`src/rtl/wbm_cmd_master.sv`:
```
// Single-transfer Wishbone classic bus master: one command in, one Wishbone cycle,
// one response out, with bus-error and timeout reporting.
module wbm_cmd_master #(
    parameter int unsigned ADDR_W  = 32,
    parameter int unsigned DATA_W  = 32,
    parameter int unsigned TIMEOUT = 1024
) (
    input  logic                clk,
    input  logic                reset,
    input  logic                cmd_valid,
    output logic                cmd_ready,
    input  logic                cmd_we,
    input  logic [ADDR_W-1:0]   cmd_adr,
    input  logic [DATA_W-1:0]   cmd_dat,
    output logic                rsp_valid,
    input  logic                rsp_ready,
    output logic [DATA_W-1:0]   rsp_dat,
    output logic [1:0]          rsp_status,
    output logic                wbm_cyc_o,
    output logic                wbm_stb_o,
    output logic                wbm_we_o,
    output logic [DATA_W/8-1:0] wbm_sel_o,
    output logic [ADDR_W-1:0]   wbm_adr_o,
    output logic [DATA_W-1:0]   wbm_dat_o,
    input  logic [DATA_W-1:0]   wbm_dat_i,
    input  logic                wbm_ack_i,
    input  logic                wbm_err_i
);

    localparam int unsigned     CNT_W    = $clog2(TIMEOUT + 1);
    localparam logic [CNT_W-1:0] CNT_LAST = CNT_W'(TIMEOUT - 1);
    localparam logic [1:0]      ST_OK    = 2'b00;
    localparam logic [1:0]      ST_ERR   = 2'b01;
    localparam logic [1:0]      ST_TMO   = 2'b10;

    typedef enum logic [1:0] {IDLE, BUS, RESP} state_t;

    state_t           r_state;
    logic [CNT_W-1:0] r_cnt;

    assign cmd_ready = (r_state == IDLE) && !reset;
    assign wbm_sel_o = '1;

    always_ff @(posedge clk) begin
        if (reset) begin
            r_state    <= IDLE;
            r_cnt      <= '0;
            wbm_cyc_o  <= 1'b0;
            wbm_stb_o  <= 1'b0;
            wbm_we_o   <= 1'b0;
            wbm_adr_o  <= '0;
            wbm_dat_o  <= '0;
            rsp_valid  <= 1'b0;
            rsp_dat    <= '0;
            rsp_status <= ST_OK;
        end else begin
            case (r_state)
                IDLE: begin
                    if (cmd_valid) begin
                        wbm_we_o  <= cmd_we;
                        wbm_adr_o <= cmd_adr;
                        wbm_dat_o <= cmd_dat;
                        wbm_cyc_o <= 1'b1;
                        wbm_stb_o <= 1'b1;
                        r_cnt     <= '0;
                        r_state   <= BUS;
                    end
                end
                BUS: begin
                    // Error outranks a simultaneous ack; an ack on the last allowed
                    // cycle still completes normally.
                    if (wbm_err_i) begin
                        wbm_cyc_o  <= 1'b0;
                        wbm_stb_o  <= 1'b0;
                        rsp_status <= ST_ERR;
                        rsp_dat    <= '0;
                        rsp_valid  <= 1'b1;
                        r_state    <= RESP;
                    end else if (wbm_ack_i) begin
                        wbm_cyc_o  <= 1'b0;
                        wbm_stb_o  <= 1'b0;
                        rsp_status <= ST_OK;
                        rsp_dat    <= wbm_we_o ? '0 : wbm_dat_i;
                        rsp_valid  <= 1'b1;
                        r_state    <= RESP;
                    end else if (r_cnt == CNT_LAST) begin
                        wbm_cyc_o  <= 1'b0;
                        wbm_stb_o  <= 1'b0;
                        rsp_status <= ST_TMO;
                        rsp_dat    <= '0;
                        rsp_valid  <= 1'b1;
                        r_state    <= RESP;
                    end else begin
                        r_cnt <= r_cnt + CNT_W'(1);
                    end
                end
                RESP: begin
                    if (rsp_ready) begin
                        rsp_valid <= 1'b0;
                        r_state   <= IDLE;
                    end
                end
                default: r_state <= IDLE;
            endcase
        end
    end

endmodule

```
`config.mk`:
```
export PLATFORM = sky130hd
export DESIGN_NAME = wbm_cmd_master
export DESIGN_NICKNAME = d
export VERILOG_FILES = /design/src/rtl/wbm_cmd_master.sv
export SDC_FILE = /design/constraint.sdc
export NUM_CORES = 1
export LEC_CHECK = 0
export CAP_MARGIN = 10
export CORE_MARGIN = 3
export CORE_UTILIZATION = 35
export CTS_BUF_LIST = sky130_fd_sc_hd__clkbuf_2 sky130_fd_sc_hd__clkbuf_4 sky130_fd_sc_hd__clkbuf_8
export DETAILED_ROUTE_END_ITERATION = 16
export HOLD_SLACK_MARGIN = 0.08
export PLACE_DENSITY = 0.69
export REMOVE_ABC_BUFFERS = 1
export SYNTH_ARGS = -nofsm -noshare
export SYNTH_HDL_FRONTEND = slang
export SYNTH_SLANG_ARGS = --single-unit
```
`constraint.sdc`:
```
create_clock -name clk -period 4.77 [get_ports clk]
set_input_delay 0.954 -clock clk [delete_from_list [all_inputs] [get_ports clk]]
set_output_delay 0.954 -clock clk [all_outputs]
set_load 0.01 [all_outputs]
```
* Word-level counts from Yosys, hierarchy flattened *
Cells that the tools add are included.

storage, ports and cells
  register bits after elaboration = 114
  latch bits = 0
  memory bits (writable) = 0
  bits in read-only memories = 0
  output and inout bits = 107
  logic and storage cells = 58
  memories = 0

operators by class
  add/sub/neg operators = 1
  multiply operators = 0
  divide/modulo/power cells = 0
  order comparisons = 0
  equality and inequality tests = 9
  shift operators = 0
  muxes and demuxes = 27
  bitwise logic cells = 0
  reduce and logical (&&, ||, !) cells = 12

operators by type and width
  cell                                                    number
  2-to-1 mux 32 bit                                       4
  2-to-1 mux 11 bit                                       4
  case mux 11 bit (2 select lines)                        1
  2-to-1 mux 2 bit                                        7
  adder 11 x 1 -> 11 bit (second input constant)          1
  equality test 11 x 10 -> 1 bit (second input constant)  1
  inequality test 2 bit (second input constant)           5
  AND reduction 3 bit                                     3
  2-to-1 mux 1 bit                                        8
  case mux 2 bit (3 select lines)                         1
  AND reduction 5 bit                                     1
  inequality test 4 bit (second input constant)           1
  case mux 1 bit (2 select lines)                         2
  AND reduction 2 bit                                     2
  nonzero test 2 bit                                      2
  nonzero test 3 bit                                      1
  equality test 2 x 1 -> 1 bit (second input constant)    1
  equality test 2 bit (second input constant)             1
  logical NOT 2 bit                                       1
  logical AND 1 bit                                       1
  logical NOT 1 bit                                       1

* Logic depth before layout (Yosys ltp) *
  depth in word-level cells = 5
  mapped depth = 8
  gate-level depth less buffers = 6

* Worst setup path after synthesis *
Ideal clock, no wire load.

  path type = input to output
  start point = input port reset
  end point = output port cmd_ready
  data arrival time = 1,590 ps
  data required time = 3,816 ps
  slack = 2,226 ps
  cell stages on the path = 3
  path buffers = 2
  path through = clkbuf_1 > clkbuf_1 > nor2b_1

on the way
  word-level cells in the longest chain between the ends = 2

RTL lines
  item                RTL line  source
  start: declaration  9         input logic reset,
  logical NOT 1 bit   41        assign cmd_ready = (r_state == IDLE) && !reset;
  logical AND 1 bit   41
  end: declaration    11        output logic cmd_ready,

Every way passes these cells.

* Worst setup path in the final report *
Ends and elaborated chain as after synthesis.

==> impl_metrics.tcl <==
set metrics [dict create \
    hold_slack_ns 0.4538 \
    power_frac_comb_pct 31.3 \
    skew_ns 0.01132 \
    critPathLaunchType "input port" \
    yosys.area.top_type_share_pct 50.07 \
    worstPathMaxFanout 62 \
    slew_viol_final 0 \
    worst_ir_drop_vdd_mv 0.1801 \
    io_pins 210 \
    hold_depth 2 \
    ys_top_cells_by_count "143 x nand2_1, 114 x dfxtp_1, 72 x a21oi_1" \
    cp-end-kind "output pin" \
    grt_use_total_pct 17.88 \
    cts_root_buffer "clkbuf_8" \
    diodes 0 \
    cts_tree "built" \
    internal_power_uw 2085 \
    status "complete, no violations" \
    drv_cap 0 \
    grt_pass1_wl_mm 20.89 \
    num_vias 4561 \
    ys_ff_latch 114 \
    synth_warnings 0 \
    total_leakage_power_uw 0.002507 \
    period_share_pct 63.11 \
    setup_violations 0 \
    start_util_pct 35.97 \
    cts_made_buffers 17 \
    route.detailed.drc 0 \
    synth.most_common_cell "nand2_1" \
    finalNonFillerCells 931 \
    post_cts_resized 0 \
    hp-start "wbm_dat_o[6]" \
    reg2reg_depth 7 \
    drt_first_pass_iters 5 \
    synth_cell_types 45 \
    dieWidth_um 120.1 \
    p_sw_uw 968.5 \
    setup_tns_ns 0 \
    layout-area-overhead-vs-synth_pct 55.59 \
    max_freq_mhz 332.2 \
    die_area_sq_mm 0.01443 \
    holdCritPathClass "register to register" \
    grt_max_degree 71 \
    clock-sinks 114 \
    dpl.hpwl_mm 9.055 \
    hold_viol 0 \
    rows 41 \
    p_per_area_mw_per_mm2 430.6 \
    die_h_um 120.1 \
    placed_area_sq_mm 0.006665 \
    grt_setup_unrepaired "no" \
    rr_endpoint "r_cnt[5]" \
    cp_cell_sequence "buf_4 > nor2b_1 > clkdlybuf4s50_1" \
    synth_top_cell_by_area "dfxtp_1" \
    crit_type "input port to output pin" \
    async_flop_share_pct 0 \
    routedWlPerCell_um 14.15 \
    nets 854 \
    clock_latency_ns 0.44 \
    ys.flop_type "dfxtp_1" \
    path_clk_slew_ns 0.06 \
    core_area_sq_mm 0.01267 \
    via_per_inst 4.899 \
    routed_wl_mm 13.17 \
    postCtsHoldBufs 0 \
    syn-instance-count 563 \
    slowest_stage "clkdlybuf4s50_1" \
    ys_seq_area_share_pct 50.07 \
    pwr-share-clk_pct 31.2 \
    fin_area_sq_mm 0.007092 \
    max_stage_delay_ns 0.51 \
    r2r_slack_ns 2.12 \
    pwr-share-seq_pct 37.4 \
    r2r-start "r_state[1]" \
    worstPathRequired_ns 3.82 \
    drt_iter0_drc 360 \
    io_buffers 205 \
    avgSynthCellArea_sq_um 8.096 \
    routabilityCongestion 0.7766 \
    grt_pass1_vias 4358 \
    cp.arrival_ns 2.06 \
    synth_edf_count 0 \
    htreeDepth 4 \
    relSlewSlack_pct 23.44 \
    grt-ovfl-total 0 \
    cts_setup_buffers 0 \
    worstMarginPinSlew_ns 1.148 \
    postLayoutCoreUtil_pct 55.97 \
    drive_gt1_share_pct 6.456 \
    antenna_found_initial 0 \
    sw_frac_of_total_pct 31.72 \
    clockBufferDepth 2 \
    min_period_ns 3.010 \
    dp_cells 899 \
    drtAntennaViolNets 0 \
    synth_area_leaders "dfxtp_1 50%, nand2_1 12%, a21oi_1 7.9%" \
    syn_area_sq_mm 0.004558 \
    holdPathEnd "wbm_dat_o[6]" \
]
[cell families after synthesis]
| family | after synthesis | synth area share, % |
|---|---|---|
| buffers and inverters | 53 | 5.078 |
| other | 1 | 0.08227 |
| and+or+nand+nor | 253 | 26.21 |
| DFF | 114 | 50.07 |
| AOI/OAI and AO/OA | 135 | 16.74 |
| muxes | 2 | 0.4392 |
| adders and majority gates | 5 | 1.372 |
[cell usage in the layout, fill, tap and decap left out, types with 3 or more instances in the layout]
cell,instances
ha_1,5
clkdlybuf4s50_1,204
a211oi_1,4
nor2_1,5
clkbuf_4,3
nand4b_1,4
nand3_1,34
inv_1,3
nand4_1,5
clkbuf_8,20
nand2b_1,35
nor2b_1,5
clkinv_2,3
nand2_1,142
nor3_1,7
nand3b_1,3
buf_4,6
dfxtp_1,114
bufinv_16,3
conb_1,4
a31oi_1,6
o21ai_0,39
a21oi_1,72
[metal layers]
metal	wire (um)	GRT usage [%]	vias to the layer above
li1	-	-	2267
met1	5466	21.43	2078
met2	6254	28.45	184
met3	1146	7.022	32
met4	305	7.731	0
met5	0	0	-
[per-stage QoR]
stage	worst slack [ns]	total power, uW
6_report	1.760	3054
3_5_place_dp	1.741	2131
2_1_floorplan	0.9319	1634
3_3_place_gp	1.748	2103
4_1_cts	1.744	3093
5_1_grt	1.694	3237
[power by group through the flow]
stage               logic [uW]  clock network [uW]  registers [uW]
floorplan                  419                   0            1210
finish                     956                 954            1140
CTS                        968                 981            1140
global route              1050                1030            1160
global placement           945                   0            1160
detailed placement         966                   0            1160
[critical path, delay by kind of cell]
family | cells | cell delay (ns)
and+or+nand+nor | 1 | 0.11
buffers and inverters | 2 | 0.99
[flip-flops by register name, summed over array words and instances (netlist names)]
name	flops
r_state	2
rsp_valid	1
wbm_dat_o	32
r_cnt	11
rsp_dat	32
rsp_status	2
wbm_we_o	1
wbm_adr_o	32
wbm_stb_o	1
[worst max path at each step]
| stage | from | to | slack, ns | cells after the start |
|---|---|---|---|---|
| 2_1_floorplan | reset | rsp_dat[0] | 0.93 | 3 |
| 3_3_place_gp | reset | cmd_ready | 1.75 | 3 |
| 3_5_place_dp | reset | cmd_ready | 1.74 | 3 |
| 4_1_cts | reset | cmd_ready | 1.74 | 3 |
| 5_1_grt | reset | cmd_ready | 1.69 | 3 |
| 6_report | reset | cmd_ready | 1.76 | 3 |
[layout make-up]
| type | instances | area, sq um |
|---|---|---|
| fillers | 1166 | 5579 |
| flip-flops and latches | 114 | 2282 |
| repair buffers | 210 | 2087 |
| multi-input cells | 399 | 2066 |
| clock buffers | 23 | 297.8 |
| well taps | 172 | 215.2 |
| clock inverters | 9 | 128.9 |
| inverters | 4 | 15.01 |
Power figures use the tool's default switching activity.
